**config.mk**
```make
export PLATFORM = sky130hd
export DESIGN_NAME = controller_interface
export DESIGN_NICKNAME = d
export VERILOG_FILES = /design/src/rtl/controller_interface.sv
export SDC_FILE = /design/constraint.sdc
export NUM_CORES = 1
export LEC_CHECK = 0
export BUFFER_PORTS_ARGS = -buffer_cell sky130_fd_sc_hd__clkbuf_2
export CAP_MARGIN = 10
export CORE_ASPECT_RATIO = 0.9
export CORE_UTILIZATION = 55
export CTS_CLUSTER_DIAMETER = 100
export CTS_CLUSTER_SIZE = 25
export DETAILED_ROUTE_END_ITERATION = 8
export PLACE_DENSITY = 0.75
export SYNTH_ARGS = -nofsm -noshare
export SYNTH_HDL_FRONTEND = slang
export SYNTH_SLANG_ARGS = --single-unit
```
**constraint.sdc**
```tcl
create_clock -name clk -period 2.7 [get_ports clk]
set_input_delay 0.405 -clock clk [delete_from_list [all_inputs] [get_ports clk]]
set_output_delay 0.405 -clock clk [all_outputs]
set_load 0.02 [all_outputs]
```
**src/rtl/controller_interface.sv**
```systemverilog
// controller_interface
//   Scans two serial game pads that share one latch strobe and one shift clock.
//   A scan pulses ctrl_latch so each pad loads its button state, then clocks
//   the eight bits out MSB-first, inverts them (the pads drive active-low) and
//   publishes both bytes at once with a single-cycle valid pulse.
//
//   Works with pads that load asynchronously while latch is high and with pads
//   that load on a ctrl_clk rising edge while latch is high: the latch window
//   contains exactly one ctrl_clk rising edge.
//
// Parameters
//   HALF_PERIOD  clk cycles per ctrl_clk half period (4..255)
//
// Ports
//   clk         in   system clock, rising edge
//   rst_n       in   asynchronous active-low reset
//   start       in   request one scan; sampled only while idle
//   data0_B     in   pad 0 serial data, active-low, asynchronous
//   data1_B     in   pad 1 serial data, active-low, asynchronous
//   ctrl_latch  out  latch strobe to both pads (flop output)
//   ctrl_clk    out  shift clock to both pads (flop output)
//   buttons0    out  pad 0 {a,b,select,start,up,down,left,right}, 1 = pressed
//   buttons1    out  pad 1, same encoding
//   valid       out  one-cycle pulse when buttons0/1 update
//   busy        out  high from scan start through the valid cycle
//
// state    | meaning
// ---------+------------------------------------------------------------
// IDLE     | waiting for start
// LATCH    | ctrl_latch=1; first half ctrl_clk=0, second half ctrl_clk=1
// GAP      | latch released; bit 7 sampled on the last cycle
// SHIFT_HI | ctrl_clk=1, pads shift on entry
// SHIFT_LO | ctrl_clk=0; next bit sampled on the last cycle
// DONE     | buttons loaded, valid=1 for one cycle

module controller_interface #(
  parameter int HALF_PERIOD = 6
) (
  input  logic       clk,
  input  logic       rst_n,
  input  logic       start,
  input  logic       data0_B,
  input  logic       data1_B,
  output logic       ctrl_latch,
  output logic       ctrl_clk,
  output logic [7:0] buttons0,
  output logic [7:0] buttons1,
  output logic       valid,
  output logic       busy
);

  localparam logic [7:0] HP_M1 = 8'(HALF_PERIOD - 1);

  typedef enum logic [2:0] {
    IDLE     = 3'd0,
    LATCH    = 3'd1,
    GAP      = 3'd2,
    SHIFT_HI = 3'd3,
    SHIFT_LO = 3'd4,
    DONE     = 3'd5
  } state_t;

  state_t      r_state;
  logic [7:0]  r_phase;
  logic [2:0]  r_bit;
  logic [1:0]  r_sync0;
  logic [1:0]  r_sync1;
  logic [6:0]  r_sh0;
  logic [6:0]  r_sh1;
  logic [7:0]  r_buttons0;
  logic [7:0]  r_buttons1;
  logic        r_ctrl_latch;
  logic        r_ctrl_clk;
  logic        r_valid;
  logic        r_busy;

  state_t      w_state_nxt;
  logic [7:0]  w_phase_nxt;
  logic [2:0]  w_bit_nxt;
  logic        w_phase_tc;
  logic        w_sample;
  logic        w_load;
  logic        w_latch_nxt;
  logic        w_clk_nxt;
  logic        w_valid_nxt;
  logic        w_busy_nxt;
  logic        w_bit0;
  logic        w_bit1;

  assign w_phase_tc = (r_phase == 8'd0);
  assign w_bit0     = ~r_sync0[1];
  assign w_bit1     = ~r_sync1[1];

  // State and counter registers
  always_ff @(posedge clk or negedge rst_n) begin
    if (!rst_n) begin
      r_state <= IDLE;
      r_phase <= 8'd0;
      r_bit   <= 3'd0;
    end else begin
      r_state <= w_state_nxt;
      r_phase <= w_phase_nxt;
      r_bit   <= w_bit_nxt;
    end
  end

  // Next-state logic. The phase timer counts down to zero; in LATCH the bit
  // counter marks which half of the latch window is running.
  always_comb begin
    w_state_nxt = r_state;
    w_phase_nxt = r_phase;
    w_bit_nxt   = r_bit;
    w_sample    = 1'b0;
    w_load      = 1'b0;
    case (r_state)
      IDLE: begin
        if (start) begin
          w_state_nxt = LATCH;
          w_phase_nxt = HP_M1;
          w_bit_nxt   = 3'd0;
        end
      end
      LATCH: begin
        if (w_phase_tc) begin
          w_phase_nxt = HP_M1;
          if (r_bit == 3'd0) begin
            w_bit_nxt = 3'd1;
          end else begin
            w_state_nxt = GAP;
            w_bit_nxt   = 3'd0;
          end
        end else begin
          w_phase_nxt = r_phase - 8'd1;
        end
      end
      GAP: begin
        if (w_phase_tc) begin
          w_state_nxt = SHIFT_HI;
          w_phase_nxt = HP_M1;
          w_sample    = 1'b1;
        end else begin
          w_phase_nxt = r_phase - 8'd1;
        end
      end
      SHIFT_HI: begin
        if (w_phase_tc) begin
          w_state_nxt = SHIFT_LO;
          w_phase_nxt = HP_M1;
        end else begin
          w_phase_nxt = r_phase - 8'd1;
        end
      end
      SHIFT_LO: begin
        if (w_phase_tc) begin
          w_sample = 1'b1;
          if (r_bit == 3'd6) begin
            w_state_nxt = DONE;
            w_phase_nxt = 8'd0;
            w_bit_nxt   = 3'd0;
            w_load      = 1'b1;
          end else begin
            w_state_nxt = SHIFT_HI;
            w_phase_nxt = HP_M1;
            w_bit_nxt   = r_bit + 3'd1;
          end
        end else begin
          w_phase_nxt = r_phase - 8'd1;
        end
      end
      DONE: begin
        w_state_nxt = IDLE;
      end
      default: begin
        w_state_nxt = IDLE;
        w_phase_nxt = 8'd0;
        w_bit_nxt   = 3'd0;
      end
    endcase
  end

  // Outputs are decoded from the next state and registered, so the pad
  // strobes come straight from flops and line up with the state they belong to.
  always_comb begin
    w_latch_nxt = (w_state_nxt == LATCH);
    w_clk_nxt   = ((w_state_nxt == LATCH) && (w_bit_nxt == 3'd1)) ||
                  (w_state_nxt == SHIFT_HI);
    w_valid_nxt = (w_state_nxt == DONE);
    w_busy_nxt  = (w_state_nxt != IDLE);
  end

  always_ff @(posedge clk or negedge rst_n) begin
    if (!rst_n) begin
      r_ctrl_latch <= 1'b0;
      r_ctrl_clk   <= 1'b0;
      r_valid      <= 1'b0;
      r_busy       <= 1'b0;
    end else begin
      r_ctrl_latch <= w_latch_nxt;
      r_ctrl_clk   <= w_clk_nxt;
      r_valid      <= w_valid_nxt;
      r_busy       <= w_busy_nxt;
    end
  end

  // Pad inputs idle high (released), so the synchronizers reset to 1.
  always_ff @(posedge clk or negedge rst_n) begin
    if (!rst_n) begin
      r_sync0 <= 2'b11;
      r_sync1 <= 2'b11;
    end else begin
      r_sync0 <= {r_sync0[0], data0_B};
      r_sync1 <= {r_sync1[0], data1_B};
    end
  end

  // Only bits 7..1 are held in the shifters; bit 0 goes straight into the
  // output register on the final sample, so outputs stay frozen mid-scan.
  always_ff @(posedge clk or negedge rst_n) begin
    if (!rst_n) begin
      r_sh0      <= 7'd0;
      r_sh1      <= 7'd0;
      r_buttons0 <= 8'h00;
      r_buttons1 <= 8'h00;
    end else begin
      if (w_sample) begin
        r_sh0 <= {r_sh0[5:0], w_bit0};
        r_sh1 <= {r_sh1[5:0], w_bit1};
      end
      if (w_load) begin
        r_buttons0 <= {r_sh0, w_bit0};
        r_buttons1 <= {r_sh1, w_bit1};
      end
    end
  end

  assign ctrl_latch = r_ctrl_latch;
  assign ctrl_clk   = r_ctrl_clk;
  assign buttons0   = r_buttons0;
  assign buttons1   = r_buttons1;
  assign valid      = r_valid;
  assign busy       = r_busy;

endmodule
```
* Yosys cells after proc, flatten, opt, wreduce, memory -nomap -nowiden
Cells that the tools add are included.
** Operators by class
- Add/subtract/negate cells :: 2
- Equal/unequal tests :: 11
- Mux-type cells :: 24
- Bitwise operators :: 3
- Reduce and logical (&&, ||, !) cells :: 10
** Operators with widths (count)
- $mux W3 :: 12
- $pmux W8 S4 :: 1
- $mux W8 :: 3
- $pmux W3 S5 :: 1
- $eq A3 B3 Y1 const B :: 4
- $pmux W3 S4 :: 1
- $eq A3 B1 Y1 const B :: 3
- $eq A3 B2 Y1 const B :: 3
- $logic_not A8 Y1 :: 1
- $sub A8 B1 Y8 const B :: 1
- $logic_not A3 Y1 :: 2
- $mux W1 :: 6
- $reduce_or A3 Y1 :: 2
- $add A3 B1 Y3 const B :: 1
- $not A1 Y1 :: 3
- $reduce_bool A3 Y1 :: 1
- $ne A2 B2 Y1 const B :: 1
- $reduce_and A2 Y1 :: 1
- $reduce_or A2 Y1 :: 1
- $logic_and A1 B1 Y1 :: 1
- $logic_or A1 B1 Y1 :: 1
** Word-level totals
- Register bits after elaboration :: 52
- Input bits :: 5
- Output and inout port bits :: 20

* Longest topological paths before layout
- Depth in word-level cells :: 7
- Mapped depth :: 10
- Gate-level depth less buffers :: 8

* Least setup slack after synthesis
No wires, ideal clock.
- Path type :: flip-flop to flip-flop
- Start :: reg r_phase[0]
- End :: reg r_buttons1[5], in the netlist buttons1[5]
- Setup time :: 0.116 ns
- Arrival :: 2.070 ns
- Required time :: 2.584 ns
- Slack :: 0.513 ns
- Cell stages (with the launch flop) :: 10
- Path buffers :: 2
- Clock period less this slack :: 2.187 ns
- Path through :: dfrtp_1 > inv_1 > ha_1 > or3b_2 > or3_1 > or2_1 > buf_6 > buf_4 > nand2_1 > nand2_1
** Between the ends
- Word-level cells in the longest chain between the ends :: 3
** Ends and longest elaborated chain
- from (decl) :: line 64 : logic [7:0] r_phase;
- from (signal assigned) :: line 102 : r_phase <= w_phase_nxt;
- $logic_not A8 Y1 :: line 90 : assign w_phase_tc = (r_phase == 8'd0);
- $mux W1 :: line 154 : if (w_phase_tc) begin
- $mux W1 :: line 115 : case (r_state)
- to (signal assigned) :: line 231 : r_buttons1 <= {r_sh1, w_bit1};
- to (decl) :: line 71 : logic [7:0] r_buttons1;
No other way between the ends.
A chain may end at the register's enable or synchronous reset.

* Worst setup path after layout
- Start :: reg r_phase[0]
- End :: reg r_buttons1[3], in the netlist buttons1[3]
Same word-level chain as after synthesis.

==> summary.md <==
| Metric | Value |
|---|---|
| Initial antenna violation count | `0` |
| Crit. End Element | `register` |
| Non-filler cells, final | `329` |
| Fin area | `2630 um^2` |
| Max-Cap Viols | `0` |
| Fillers | `335` |
| H-tree level count | `2` |
| Final Hold Viols | `0` |
| Max FO, Critical Path | `19` |
| Post-synthesis cell type count | `50` |
| Clock Root Buffer | `clkbuf_8` |
| DR pass1 iterations | `6` |
| Peak supply drop | `0.525 mV` |
| Synth Cell Area | `between 2000 and 2500 um^2` |
| Clk sink count | `52` |
| Die Width | `around 70 um` |
| Postcts setup bufs | `0` |
| Worst-Skew Late Latency | `0.31 ns` |
| Syn nets | `258` |
| IO Pins | `25` |
| Cts bufs inserted | `5` |
| Clock tree buffer depth | `2` |
| Outcome | `finished clean` |
| Final setup viols | `0` |
| EDFF count, synth | `0` |
| Clk_skew | `0.00652 ns` |
| Synth Register Bits | `between 50 and 60` |
| Share of cells above drive strength 1 | `0.185` |
| DP Wirelength | `2990 um` |
| Design Power | `0.00198 W` |
| Worst Tran Pin Value | `0.725 ns` |
| Max Fclk | `about 400 MHz` |
| Startpoint Class | `register` |
| Final wirelength | `4330 um` |
| Warnings from Yosys | `0` |
| Post-CTS sizing | `0` |
| Num rows | `22` |
| Sequential share of the synthesized area | `0.556` |
| Max-slew violation total from the final report | `0` |
| Kind of critical path | `register to register` |
| DP Area | `2530 um^2` |
| Port Buf Inserts | `24` |
| Via count | `1818` |
| P per Cell Area | `753 nW/um^2` |
| Critical path required time | `around 3 ns` |
| Aggregate global-route resource usage | `0.221` |
| 1st-iter DRT viols | `197` |
| RSZ-0062 raised after global routing | `no` |
| Starting Density | `0.577` |
| Vias in the first global route | `between 1500 and 2000` |
| Final ANT Viol Nets | `0` |
| Drc violations | `0` |
| Final cycle utilization of the critical path | `0.914` |
| Die area | `approximately 4500 um^2` |
| Post-detailed-route wirelength per cell | `13.1 um` |
| Leakage power total | `1.32 nW` |
| Area grow syn2layout | `11.8%` |
| CTS tree | `built` |
| Number of diodes | `0` |
| Fin Setup TNS | `0 ns` |
| DR vias/cell | `5.53` |
| Placed cells | `around 320` |
| Pin count of the biggest net entering global routing | `53` |
| Hold WC Path Type | `input pin to async pin` |
| Tmin final | `2.47 ns` |
| Gr ovfl total | `0` |
| Reg clk slew, reported paths | `around 0.090 ns` |
| Final nets | `287` |
| Relative slew slack | `0.516` |
| Hold slack | `around 0.18 ns` |
| Top FF cell, synth | `dfrtp_1` |
| WP data arrival | `about 2.7 ns` |
| Core area | `4070 um^2` |
| Mean post-synth cell area | `9.36 um^2` |
| Die Ht | `roughly 64 um` |
| Async S/R FF share, synth | `1.00` |
| First-pass GRT wire length | `7590 um` |
| Synthesized instance count | `251` |
| Hold_buf cts | `0` |
| Placer Congestion | `0.877` |
==> cell usage in the layout (no fill, tap or decap), types with 4 or more instances in the layout <==
| master | instances |
|---|---|
| nand2_1 | 87 |
| dfrtp_1 | 48 |
| clkbuf_2 | 24 |
| nor2_1 | 15 |
| buf_4 | 8 |
| a21oi_1 | 7 |
| inv_1 | 6 |
| o21ai_0 | 6 |
| clkbuf_8 | 6 |
| nor2b_1 | 5 |
| or3_1 | 5 |
| nand3_1 | 4 |
| xor2_1 | 4 |
| dfstp_2 | 4 |
==> power breakdown <==
| group | internal, W | total [W] | switching (W) |
|---|---|---|---|
| registers | 0.000876 | 0.000978 | 0.000101 |
| clock network | 0.000208 | 0.000450 | 0.000242 |
| logic | 0.000247 | 0.000550 | 0.000302 |
==> Yosys cell counts (3+ instances only) <==
master    number  area, um^2
nor2_1        15        56.3
clkbuf_1       6        22.5
o211ai_1       3        22.5
a21oi_1        7        35.0
nor2b_1        5        31.3
dfstp_2        4         105
nand3_1        4        20.0
o21ai_0        6        30.0
o22ai_1        3        18.8
nand2_1       87         327
xor2_1         4        35.0
or3_1          5        31.3
dfrtp_1       48        1200
nor3_1         3        15.0
inv_1          6        22.5
==> critical path: stages (launching register included) <==
cell,delay (ns)
dfrtp_1,0.41
inv_1,0.11
ha_1,0.16
or3b_2,0.48
or3_1,0.41
or2_1,0.50
clkinv_4,0.23
nand2_1,0.07
nand2_1,0.06
==> metal layers <==
metal,share of wire,global-route usage,vias to the layer above
met5,0,0,-
met4,0.028,0.120,0
met3,0.043,0.0426,12
met2,0.42,0.311,50
met1,0.51,0.322,858
li1,-,-,898
==> sequential cells by signal, indices dropped and copies added (netlist names) <==
name,flops
buttons0,8
buttons1,8
r_phase,8
r_sh0,7
r_sh1,7
r_bit,3
r_state,3
r_sync0,2
r_sync1,2
busy,1
ctrl_clk,1
ctrl_latch,1
valid,1
==> kinds of logic after synthesis <==
logic type	after synthesis	share of synthesized area
buffers and inverters	17	0.0378
xor gates and xnor gates	6	0.0224
muxes	3	0.0133
adders and majority gates	2	0.0106
AOI/OAI and AO/OA	34	0.0985
and+or+nand+nor	137	0.261
DFF	52	0.556
==> layout make-up <==
type                            count  area (um^2)  share of cell area
Tap cell                           48         60.1              0.0229
Clock inverter                      1         7.51             0.00286
Timing Repair Buffer               32          180              0.0686
Clock buffer                        7         86.3              0.0329
Inverter                            7         31.3              0.0119
Multi-Input combinational cell    182          955               0.364
Sequential cell                    52         1310               0.497
==> final timing paths <==
| kind | start | end | slack (ns) | cells past startpoint |
|---|---|---|---|---|
| max | r_phase[0]$_DFFE_PN0P_ | buttons1[3]$_DFFE_PN0P_ | 0.23 | 8 |
| min | rst_n | r_bit[1]$_DFF_PN0_ | 0.18 | 2 |
| max reg2reg | r_phase[0]$_DFFE_PN0P_ | buttons1[3]$_DFFE_PN0P_ | 0.23 | 8 |
| min reg2reg | r_sync0[0]$_DFF_PN1_ | r_sync0[1]$_DFF_PN1_ | 0.36 | 0 |
| max in group asynchronous | rst_n | r_phase[0]$_DFFE_PN0P_ | 2.10 | 2 |
| min in group clk | data1_B | r_sync1[0]$_DFF_PN1_ | 0.18 | 1 |
==> stage by stage <==
stage | worst slack (ns) | util
finish | 0.231 | 0.645
global route | 0.0660 | 0.645
CTS | 0.224 | 0.645
detailed placement | 0.239 | 0.622
global placement | 0.303 | 0.622
floorplan | 0.513 | -
Power figures use the tool's default switching activity.
